### src/rtl/slowclk_scheduler.sv
// Slow-clock divider controller: tick enable, toggling slowclk, start/stop/burst, handshaked divisor reload.
// Optional SLOWCLK_TICK_COUNT_EN adds a free-running 16-bit tick_count output.
module slowclk_scheduler #(
  parameter int               WIDTH        = 23,
  parameter logic [WIDTH-1:0] DEFAULT_TERM = {WIDTH{1'b1}}
) (
  input  logic             clock,
  input  logic             resetn,
  input  logic             cmd_start,
  input  logic             cmd_stop,
  input  logic             cmd_burst,
  input  logic [7:0]       burst_len,
  input  logic             cfg_valid,
  input  logic [WIDTH-1:0] cfg_term,
  output logic             cfg_ready,
  output logic             tick,
  output logic             slowclk,
  output logic             running,
`ifdef SLOWCLK_TICK_COUNT_EN
  output logic [15:0]      tick_count,
`endif
  output logic [7:0]       burst_left
);

  typedef enum logic [1:0] {ST_STOP, ST_RUN, ST_BURST} state_t;

  state_t           state, state_nxt;
  logic [WIDTH-1:0] count, count_nxt;
  logic [WIDTH-1:0] active_term, pending_term;
  logic             pending;
  logic             tick_nxt, slowclk_nxt;
  logic [7:0]       burst_left_nxt;
  logic             wrap, accept, apply;

  assign cfg_ready = !pending;

  always_comb begin
    wrap           = (state != ST_STOP) && (count == active_term);
    accept         = cfg_valid && !pending;
    // A new term only lands at a wrap or while idle, so an interval is never cut short.
    apply          = pending && ((state == ST_STOP) || wrap);
    state_nxt      = state;
    count_nxt      = count;
    tick_nxt       = 1'b0;
    slowclk_nxt    = slowclk;
    burst_left_nxt = burst_left;
    case (state)
      ST_STOP: begin
        count_nxt   = '0;
        slowclk_nxt = 1'b0;
        if (cmd_stop) begin
          state_nxt = ST_STOP;
        end else if (cmd_start) begin
          state_nxt = ST_RUN;
        end else if (cmd_burst && (burst_len != 8'd0)) begin
          state_nxt      = ST_BURST;
          burst_left_nxt = burst_len;
        end
      end
      default: begin
        count_nxt   = wrap ? '0 : count + 1'b1;
        tick_nxt    = wrap;
        slowclk_nxt = slowclk ^ wrap;
        if (state == ST_BURST) begin
          if (wrap) begin
            burst_left_nxt = burst_left - 8'd1;
            if (burst_left == 8'd1) state_nxt = ST_STOP;
          end
          if (cmd_start) begin
            state_nxt      = ST_RUN;
            burst_left_nxt = 8'd0;
          end
        end
        if (cmd_stop) begin
          state_nxt      = ST_STOP;
          count_nxt      = '0;
          tick_nxt       = 1'b0;
          slowclk_nxt    = 1'b0;
          burst_left_nxt = 8'd0;
        end
      end
    endcase
  end

  always_ff @(posedge clock or negedge resetn) begin
    if (!resetn) begin
      state       <= ST_STOP;
      count       <= '0;
      active_term <= DEFAULT_TERM;
      pending     <= 1'b0;
      tick        <= 1'b0;
      slowclk     <= 1'b0;
      running     <= 1'b0;
      burst_left  <= 8'd0;
    end else begin
      state      <= state_nxt;
      count      <= count_nxt;
      tick       <= tick_nxt;
      slowclk    <= slowclk_nxt;
      running    <= (state_nxt != ST_STOP);
      burst_left <= burst_left_nxt;
      if (apply) begin
        active_term <= pending_term;
        pending     <= 1'b0;
      end else if (accept) begin
        pending <= 1'b1;
      end
    end
  end

  always_ff @(posedge clock) begin
    if (accept) pending_term <= cfg_term;
  end

`ifdef SLOWCLK_TICK_COUNT_EN
  always_ff @(posedge clock or negedge resetn) begin
    if (!resetn) tick_count <= 16'd0;
    else         tick_count <= tick_count + {15'd0, tick};
  end
`endif

endmodule

### config.mk
export PLATFORM = sky130hd
export DESIGN_NAME = slowclk_scheduler
export DESIGN_NICKNAME = d
export VERILOG_FILES = /design/src/rtl/slowclk_scheduler.sv
export SDC_FILE = /design/constraint.sdc
export NUM_CORES = 1
export LEC_CHECK = 0
export CAP_MARGIN = 25
export CORE_MARGIN = 5
export CORE_UTILIZATION = 31
export DETAILED_ROUTE_END_ITERATION = 16
export GPL_TIMING_DRIVEN = 0
export PLACE_DENSITY_LB_ADDON = 0.1
export SETUP_SLACK_MARGIN = 0.02
export SLEW_MARGIN = 5
export SYNTH_ARGS = -nofsm -noshare
export SYNTH_HDL_FRONTEND = slang
export SYNTH_SLANG_ARGS = --single-unit
### constraint.sdc
create_clock -name clock -period 3.15 [get_ports clock]
set_input_delay 0.7875 -clock clock [delete_from_list [all_inputs] [get_ports clock]]
set_output_delay 0.7875 -clock clock [all_outputs]
set_load 0.02 [all_outputs]
==> qor.txt <==
status: complete, no violations
skew final: 0.005918 ns
Seq pwr share: 46.8%
core box area: 12110 sq um
Die Y-Extent: 121.7 um
area delta synth->final: 25.36%
# IOs: 49
pin count of the biggest net entering global routing: 61
share of post-route cells with drive strength above 1: 19.53%
most common cell after layout, fill and taps aside: clkdlybuf4s50_1
maximum VDD drop: 421.4 uV
Critical Path Start Type: input port
Sw Ratio: 26.17%
dpl hpwl: 5.892 mm
Vias: 2526
Design Area, Final: 4848 sq um
synth unique cells: 42
Synthesized Nets: 356
asr flop ratio synth: 72.29%
max_cap viols: 0
CTS Hold Buffers Added: 0
largest cells by area after synthesis: dfrtp_1 (24%), edfxtp_1 (18%), dfstp_2 (16%)
drt total wl: 8.540 mm
Total Routing Usage GR: 12.71%
Hold Crit Depth: 1
syn_area_per_cell: 12.24 sq um
Layout fillers: 1199
drt pass-1 iters: 5
clock sinks: 83
Setup TNS: 0 ns
reg2reg path depth: 7
Starting Density: 31.93%
Int Power: 2359 uW
number of synthesized flops with an enable pin: 23
Tot Pwr: 3196 uW
Clk pwr share: 32.9%
Post-CTS Setup Bufs: 0
Post-synth top flop: dfrtp_1
Worst EP arrival: 3.02 ns
DRT antenna net count: 0
post-CTS sizing: 0
Synth Instances: 316
first-pass GRT wire length: 14.37 mm
initial drt markers: 129
CTS clk-pin slew, worst paths: 0.06 ns
area of the die: 14810 sq um
CTS tree: yes
H-tree level count: 3
routed len/inst: 15.61 um
Root Driver: clkbuf_16
Final Max Tran Viols: 0
FF-to-FF End: count[8]$_DFF_PN0_
die extent in x: 121.7 um
Max transition margin: 46.90%
DR vias/cell: 4.618
area leader, netlist: dfrtp_1
# port buffers: 47
num rows: 40
PwrDens: 659.1 nW/um^2
Min Clock Period, post-route: 2.795 ns
Post-Syn Area: 3867 sq um
element type at the critical path end: register
worst path required time: 3.37 ns
FF-to-FF setup slack: 0.40 ns
crit path from: burst_len[6]
gpl congestion: 0.8082
switching pwr: 836.2 uW
DRC viols: 0
placed instance area: 4553 sq um
Tcrit/Tclk final: 88.74%
RSZ-0062 raised after global routing: false
commonest cells after routing, fill and taps aside: clkdlybuf4s50_1 (46), dfrtp_1 (37), nor2_1 (36), xnor2_1 (33)
diodes inserted: 0
Final Setup Violations: 0
Critical path destination: burst_left[2]$_DFFE_PN0P_
nets: 414
synthesized flop and latch total: 83
Final Hold Viols: 0
Least-Margin Pin Slew: 0.7965 ns
Hold Path Class: reg2reg
Overflow after GRT: 0
crit path kind: in2reg
initial antenna violation count: 0
yosys synthesis warning count: 0
Worst-Skew Late Latency: 0.34 ns
fmax: 357.8 MHz
combinational share of power: 20.3%
sequential-to-total area share from yosys stat: 57.42%
Leakage: 0.001856 uW
Longest Clk Path Bufs: 2
FF-to-FF Start: active_term[21]$_DFFE_PN1P_
TritonCTS Buffers: 9
vias in the first global route: 2777
top cell type's share of synthesized area: 23.94%
CP Max Fanout: 10
-- how the worst min path moves through the flow --
stage | from | end | slack, ns
floorplan | pending_term[0]$_DFFE_PP_ | active_term[0]$_DFFE_PN1P_ | 0.46
global placement | pending_term[17]$_DFFE_PP_ | active_term[17]$_DFFE_PN1P_ | 0.46
CTS | pending_term[14]$_DFFE_PP_ | active_term[14]$_DFFE_PN1P_ | 0.48
finish | pending_term[14]$_DFFE_PP_ | active_term[14]$_DFFE_PN1P_ | 0.47
detailed placement | pending_term[21]$_DFFE_PP_ | active_term[21]$_DFFE_PN1P_ | 0.46
global route | pending_term[21]$_DFFE_PP_ | active_term[21]$_DFFE_PN1P_ | 0.49
-- layout make-up --
class	instances	area, sq um	area share [%]
tap	168	210.2	4.335
multi-input combinational	215	1555	32.08
timing repair buffer	47	467.9	9.652
inverter	7	26.28	0.5419
clock inverter	5	52.55	1.084
buffer	11	72.57	1.497
clock buffer	11	242.7	5.006
sequential	83	2221	45.81
-- cell usage after synthesis, drive strengths merged, types with 3 or more instances --
master	count
a31oi	3
xor2	12
o21ai	9
mux2	23
clkbuf	7
edfxtp	23
nand2	21
or3	3
inv	7
nor4	4
a2bb2oi	5
buf	4
a21oi	8
dfrtp	37
ha	3
nand3	10
dfstp	23
and3	4
nor2	37
xnor2	33
nor3	10
nand4	11
-- per-layer routing --
layer | vias up | track usage (%) | wire (um)
met2 | 42 | 19.07 | 3859
met3 | 7 | 3.760 | 313
met5 | - | 0 | 0
met1 | 1248 | 17.36 | 4260
li1 | 1229 | - | -
met4 | 0 | 4.762 | 106
-- metrics by stage --
| stage | hold WS [ns] | utilization, % | std cells | setup slack [ns] |
|---|---|---|---|---|
| detailed placement | 0.4631 | 37.59 | 531 | 0.1040 |
| global placement | 0.4612 | 37.55 | 531 | -0.8742 |
| floorplan | 0.4558 | - | 316 | 0.8610 |
| finish | 0.4735 | 40.03 | 547 | 0.3548 |
| CTS | 0.4778 | 40.03 | 547 | 0.3163 |
| global route | 0.4931 | 40.03 | 547 | 0.1006 |
-- flip-flops by register name, summed over array words and instances, names as in the netlist --
register / cells
active_term: 23
count: 23
pending_term: 23
burst_left: 8
state: 2
pending: 1
running: 1
slowclk: 1
tick: 1
-- power by group through the flow --
stage / Clock, uW / Sequential (uW) / Combinational, uW
finish: 1050 / 1500 / 649
floorplan: 0 / 1500 / 421
global placement: 0 / 1510 / 651
global route: 1140 / 1520 / 712
detailed placement: 0 / 1510 / 658
CTS: 1100 / 1500 / 661
-- worst max-delay path, stage by stage --
cell and delay [ns]:
clkdlybuf4s50_1 0.45, nor4_1 0.51, a21oi_1 0.21, o22ai_1 0.23, clkbuf_1 0.41, a21oi_1 0.22, a2bb2oi_1 0.20
-- cell families after synthesis --
family | share of synthesized area [%]
muxes | 8.897
xor gates and xnor gates | 10.19
DFF | 57.42
and+or+nand+nor | 13.49
buffers and inverters | 2.556
adders and majority gates | 0.9707
AOI/OAI and AO/OA | 6.471
(Power assumes the default switching activity.)
